===== src/rtl/dispatch_scheduler.sv =====
// Frame-based block dispatcher: issues n_active_blocks dispatches per sample_tick, bounded by in-flight commits.
// Optional DISPATCH_SCHEDULER_OVERRUN_COUNT_EN adds a saturating overrun_count output.
module dispatch_scheduler #(
    parameter int unsigned n_blocks        = 256,
    parameter int unsigned max_outstanding = 32
) (
    input  logic                          clk,
    input  logic                          reset,
    input  logic                          enable,
    input  logic                          sample_tick,
    input  logic [$clog2(n_blocks):0]     n_active_blocks,
    output logic                          issue_valid,
    input  logic                          issue_ready,
    output logic [$clog2(n_blocks)-1:0]   issue_block,
    output logic [8:0]                    issue_commit_id,
    input  logic                          commit_done,
    output logic [8:0]                    outstanding,
    output logic                          busy,
    output logic                          frame_done,
    output logic                          overrun,
    input  logic                          overrun_clear
`ifdef DISPATCH_SCHEDULER_OVERRUN_COUNT_EN
    ,
    output logic [15:0]                   overrun_count
`endif
);

    localparam int unsigned BW = $clog2(n_blocks);
    localparam int unsigned CW = BW + 1;
    localparam logic [9:0]  MAX_OUT = 10'(max_outstanding);

    typedef enum logic [1:0] {IDLE, RUN, DRAIN} state_t;

    state_t          state_q, state_d;
    logic [CW-1:0]   count_q, count_d;
    logic [BW-1:0]   blk_q, blk_d;
    logic [8:0]      cid_q, cid_d;
    logic [8:0]      outst_q, outst_d;
    logic            valid_q, valid_d;
    logic            fdone_q, fdone_d;
    logic            overrun_q, overrun_d;
    logic            hs, last, commit_ok, tick_ev, ovr_ev;
`ifdef DISPATCH_SCHEDULER_OVERRUN_COUNT_EN
    logic [15:0]     ovc_q, ovc_d;
`endif

    always_comb begin
        state_d   = state_q;
        count_d   = count_q;
        blk_d     = blk_q;
        cid_d     = cid_q;
        outst_d   = outst_q;
        valid_d   = valid_q;
        fdone_d   = 1'b0;
        hs        = valid_q & issue_ready;
        last      = ({1'b0, blk_q} == (count_q - CW'(1)));
        commit_ok = commit_done & (outst_q != '0);
        tick_ev   = enable & sample_tick;
        ovr_ev    = tick_ev & (state_q != IDLE);
        overrun_d = ovr_ev | (overrun_q & ~overrun_clear);

        if (hs && !commit_ok) begin
            outst_d = outst_q + 9'd1;
        end else if (!hs && commit_ok) begin
            outst_d = outst_q - 9'd1;
        end

        // A request already shown completes even if enable dropped meanwhile.
        if (hs) begin
            blk_d = blk_q + BW'(1);
            cid_d = cid_q + 9'd1;
        end

        case (state_q)
            IDLE: begin
                if (tick_ev) begin
                    count_d = n_active_blocks;
                    blk_d   = '0;
                    state_d = (n_active_blocks == '0) ? DRAIN : RUN;
                end
            end
            RUN: begin
                if (hs && last) begin
                    state_d = DRAIN;
                    valid_d = 1'b0;
                end else if (hs || !valid_q) begin
                    // Look-ahead on next outstanding sustains one dispatch per clock.
                    valid_d = enable && ({1'b0, outst_d} < MAX_OUT);
                end
            end
            DRAIN: begin
                if (enable && (outst_q == '0)) begin
                    state_d = IDLE;
                    fdone_d = 1'b1;
                end
            end
            default: state_d = IDLE;
        endcase
    end

`ifdef DISPATCH_SCHEDULER_OVERRUN_COUNT_EN
    always_comb begin
        ovc_d = ovc_q;
        if (ovr_ev && (ovc_q != '1)) begin
            ovc_d = ovc_q + 16'd1;
        end
    end

    always_ff @(posedge clk) begin
        if (reset) begin
            ovc_q <= '0;
        end else begin
            ovc_q <= ovc_d;
        end
    end

    assign overrun_count = ovc_q;
`endif

    always_ff @(posedge clk) begin
        if (reset) begin
            state_q   <= IDLE;
            count_q   <= '0;
            blk_q     <= '0;
            cid_q     <= '0;
            outst_q   <= '0;
            valid_q   <= 1'b0;
            fdone_q   <= 1'b0;
            overrun_q <= 1'b0;
        end else begin
            state_q   <= state_d;
            count_q   <= count_d;
            blk_q     <= blk_d;
            cid_q     <= cid_d;
            outst_q   <= outst_d;
            valid_q   <= valid_d;
            fdone_q   <= fdone_d;
            overrun_q <= overrun_d;
        end
    end

    assign issue_valid     = valid_q;
    assign issue_block     = blk_q;
    assign issue_commit_id = cid_q;
    assign outstanding     = outst_q;
    assign busy            = (state_q != IDLE);
    assign frame_done      = fdone_q;
    assign overrun         = overrun_q;

endmodule

===== config.mk =====
export PLATFORM = sky130hd
export DESIGN_NAME = dispatch_scheduler
export DESIGN_NICKNAME = d
export VERILOG_FILES = /design/src/rtl/dispatch_scheduler.sv
export SDC_FILE = /design/constraint.sdc
export NUM_CORES = 1
export LEC_CHECK = 0
export ABC_CLOCK_PERIOD_IN_PS = 5400
export CORE_ASPECT_RATIO = 1.5
export CORE_MARGIN = 5
export CORE_UTILIZATION = 56
export CTS_BUF_LIST = sky130_fd_sc_hd__clkbuf_8
export CTS_CLUSTER_SIZE = 16
export DETAILED_ROUTE_END_ITERATION = 8
export GPL_TIMING_DRIVEN = 0
export PLACE_DENSITY = 0.91
export SKIP_LAST_GASP = 1
export SYNTH_ARGS = -nofsm -noshare
export SYNTH_HDL_FRONTEND = slang
export SYNTH_SLANG_ARGS = --single-unit

===== constraint.sdc =====
create_clock -name clk -period 5.4 [get_ports clk]
set_input_delay 0.54 -clock clk [delete_from_list [all_inputs] [get_ports clk]]
set_output_delay 0.54 -clock clk [all_outputs]
set_load 0.1 [all_outputs]

### Yosys cells after proc, flatten, opt, wreduce, memory -nomap -nowiden

Cells that the tools add are included.

* register bits: 40
* bits of input ports: 16
* output and inout port bits: 30
* word-level logic and storage cells: 60

* $add $sub $neg: 5
* order comparisons: 1
* eq/ne operators: 6
* multiplexer cells: 13
* bitwise gates (word level): 8
* reduce and logical (&&, ||, !) cells: 19

Operators by type and width (count)
* two-way mux 8 bit: 3
* adder 9 x 1 -> 9 bit, second input constant: 2
* zero test 9 bit: 2
* two-way mux 9 bit: 2
* subtractor 9 x 1 -> 9 bit, second input constant: 2
* == test 8 x 9 -> 1 bit: 1
* < comparator 9 x 6 -> 1 bit, second input constant: 1
* nonzero test 9 bit: 1
* adder 8 x 1 -> 8 bit, second input constant: 1
* two-way mux 2 bit: 4
* != test 2 bit, second input constant: 3
* case mux 2 bit (3 select lines): 1
* AND 1 bit: 5
* logical AND 1 bit: 5
* AND reduction 2 bit: 2
* nonzero test 2 bit: 2
* zero test 1 bit: 3
* two-way mux 1 bit: 3
* AND reduction 3 bit: 1
* == test 2 x 1 -> 1 bit, second input constant: 1
* == test 2 bit, second input constant: 1
* zero test 2 bit: 1
* NOT 1 bit: 2
* OR reduction 2 bit: 1
* 2 further kinds: 2

### Longest topological paths before layout

* depth in word-level cells: 9
* depth in mapped cells: 13
* gate-level depth less buffers: 13

### Worst setup path after synthesis

No wires, ideal clock.

* path type: register to register
* start point: register outst_q[0] (netlist: outstanding[0])
* end point: register valid_q (netlist: issue_valid)
* setup time: 0.121 ns
* arrival: 3.067 ns
* data required time: 5.279 ns
* slack: 2.212 ns
* stages on the path, launching flop included: 14
* buffers on the path: 1
* period minus slack after synthesis: 3.188 ns
* cell sequence: dfxtp_1 > inv_1 > ha_1 > nor3b_1 > nand2_1 > o21ai_0 > ha_1 > clkbuf_1 > nor4b_1 > a2bb2oi_1 > xor2_1 > and3_1 > nand4_1 > o21ai_1

* longest elaborated chain between the ends: 9
* elaborated cells on any way between the ends: 13
* those cells by class: add/sub: 2; order compare: 1; mux: 4; bitwise: 1; reduce/logical: 5

RTL lines
* start, declared: RTL line 38 `logic [8:0] outst_q, outst_d;`
* start signal, assigned: RTL line 135 `outst_q <= outst_d;`
* branches (longest 4 deep; another with subtractor 9 x 1 -> 9 bit)
* two-way mux 9 bit (*): RTL line 62 `if (hs && !commit_ok) begin`
* < comparator 9 x 6 -> 1 bit (*): RTL line 88 `valid_d = enable && ({1'b0, outst_d} < MAX_OUT);`
* logical AND 1 bit (*): RTL line 88
* two-way mux 1 bit (*): RTL line 86 `end else if (hs || !valid_q) begin`
* two-way mux 1 bit (*): RTL line 83 `if (hs && last) begin`
* end signal, assigned: RTL line 136 `valid_q <= valid_d;`
* end, declared: RTL line 39 `logic valid_q, valid_d;`

Mark *: on every way between the ends. The select of a mux whose other input is x is not followed.
A chain may end at the register's enable or synchronous reset.

### Worst setup path in the final report

Same ends and word-level chain as after synthesis.

==> results.md <==
* Mapped Cells at 270
* Final cycle utilization of the critical path at 0.574
* Average size of a mapped cell at between 7 and 8 µm²
* Sequential area share after synthesis at 0.377
* Dpl ws at around 2.3 ns
* Post_cts resized at 0
* Core Box Area at about 3700 µm²
* Synth Register Bits at 40
* Yosys cell types at between 40 and 50
* EDFF count, synth at 0
* Leak at 1.03 nW
* Final setup skew at roughly 0.0085 ns
* Final setup viols at 0
* Clk_lat worst skew at 0.29 ns
* Post-detail-place hpwl at 3790 µm
* N_diodes at 0
* H-tree depth at 2
* Status: completed
* DRC at 0
* Total Wirelength at around 5000 µm
* Worst hold path class: flip-flop to flip-flop
* Synth Flop Type: dfxtp_1
* Max Root-Sink Buffers at 2
* Routability Congestion at just under 0.9
* Worst setup margin at 2.30 ns
* WL met3 at a little over 200 µm
* Die W at 60.3 µm
* Setup TNS Final at 0 ns
* Crit. End Element: flip-flop
* Final hold vios at 0
* CTS sink cnt at 40
* Global route total overflow at 0
* Initial core utilization at 0.577
* Worst slew pin tran at approximately 0.98 ns
* RSZ-0062 raised after global routing: false
* WL met2 at ~2600 µm
* Worst-path clk slew at 0.08 ns
* Starting DRT DRC Count at roughly 100
* Root buf cell: clkbuf_8
* Worst slew margin at 0.347
* DRT met1 WL at about 2100 µm
* Commonest non-fill, non-tap cells in the layout: clkdlybuf4s50_1 (44), nand2_1 (42), dfxtp_1 (40)
* First-pass GRT wire length at 8470 µm
* Min Clock Period, post-route at about 3.1 ns
* Number of CTS-inserted buffers at 5
* Max cap viols at 0
* Pwr Density at slightly below 400 nW/µm²
* Avg Vias per Cell at roughly 5.6
* Worst Path Arrival at around 3.3 ns
* Max frequency at about 320 MHz
* IO Port Bufs at 44
* Vias at 2036
* Synth warn at 0
* Die area at 5150 µm²
* CTS Hold Bufs at 0
* Syn_nets at between 200 and 300
* # rows at 27
* Vias in the first global route at a little under 2k
* Cell Count, Final, Fillers Out at between 300 and 400
* DR top layer: met4
* Pre-Repair DR Iteration Count at 4
* IO Pins at between 40 and 50
* Critical path class: flip-flop to flip-flop
* Min-Delay Path Depth at 2
* Final ANT Viol Nets at 0
* Clock tree from TritonCTS: yes
* Critical path data required time at 5.63 ns
* Ys async rst share at 0
* Antenna violations before repair at 0
* Worst vdd ir at between 0.0004 and 0.0005 V
* Synthesized cell area at 2120 µm²
* CP max FO at 10
* Die Span Y at about 85 µm
* All-layer global routing usage at 0.209
* Critical path startpoint category: flip-flop
* Area grow syn2layout at 27.6%
* Fin. max-slew vios at 0
* Largest net degree at the start of global routing at 13
* R2R depth at 13
* Layout cells sized above 1 at 0.0621
* Post-CTS repair timing setup buffer count at 0
* Placed instance count at around 360
* Fin nets at 344
* Most common cell after layout, fill and taps aside: clkdlybuf4s50_1
* DR WL/cell at about 14 µm
==> state kept, by name (all words and copies together), names as in the netlist <==
signal and flops:
count_q 9, issue_commit_id 9, outstanding 9, issue_block 8, state_q 2, frame_done 1
issue_valid 1, overrun 1
==> Yosys cell counts (2+ instances only) <==
cell type  number  area, µm²
xor2_1         15        131
ha_1            7       87.6
buf_2           2       10.0
xnor2_1         7       61.3
nor3_1          6       30.0
nor4_1          3       18.8
nand2b_1        3       18.8
a211oi_1        2       15.0
a21oi_1        24        120
nand4_1         7       43.8
nor3b_1         2       15.0
o21ai_0        12       60.1
nand3_1         4       20.0
and3_1          6       37.5
clkbuf_1        8       30.0
nor2_1         34        128
nand2_1        42        158
or3_1           5       31.3
inv_1          10       37.5
nor2b_1         2       12.5
a221oi_1        2       17.5
dfxtp_1        40        801
==> worst paths after layout <==
kind                        from          end  slack [ns]
setup / recovery  outstanding[0]  issue_valid        2.30
hold reg to reg          overrun      overrun        0.49
hold / removal           overrun      overrun        0.49
setup reg to reg  outstanding[0]  issue_valid        2.30
==> logic make-up after synthesis <==
family          synth area share
compound gates             0.169
buf+inv                   0.0389
fa+ha+maj                 0.0412
simple gates               0.283
flops                      0.377
xor+xnor                  0.0908
==> area by class of cell <==
class,instances,area [µm²]
fill,296,972
sequential,40,801
clock buffer,6,82.6
buffer,11,45.0
tap,43,53.8
multi-input combinational,209,1240
timing repair buffer,44,440
clock inverter,2,10.0
inverter,10,37.5
==> metrics by stage <==
| step | total power, W | cell area (µm²) | utilization | hold slack (ns) |
|---|---|---|---|---|
| 2_1_floorplan | 0.000752 | 2120 | - | 0.461 |
| 3_3_place_gp | 0.000858 | 2620 | 0.711 | 0.467 |
| 3_5_place_dp | 0.000867 | 2620 | 0.711 | 0.477 |
| 4_1_cts | 0.00107 | 2710 | 0.736 | 0.495 |
| 5_1_grt | 0.00114 | 2710 | 0.736 | 0.538 |
| 6_report | 0.00107 | 2710 | 0.736 | 0.486 |
==> critical path, cell delays in order, from the launching register on <==
cell,delay (ns)
dfxtp_1,0.38
inv_1,0.08
ha_1,0.18
nor3b_1,0.40
nand2_1,0.14
o21ai_0,0.33
ha_1,0.27
clkbuf_1,0.34
nor4b_1,0.10
a2bb2oi_1,0.19
xor2_1,0.21
and3_1,0.18
nand4_1,0.11
o21ai_1,0.13
==> routing by layer <==
metal  GRT usage  up-vias
li1            -     1047
met1       0.243      931
met2       0.364       49
met3      0.0472        9
met4      0.0726        0
met5           0        -
==> power by group <==
group | switching (W) | internal (W)
Clock | 0.000102 | 0.000102
Combinational | 0.000347 | 0.000153
Sequential | 0.0000441 | 0.000324
Total | 0.000493 | 0.000579
(Power assumes the default switching activity.)
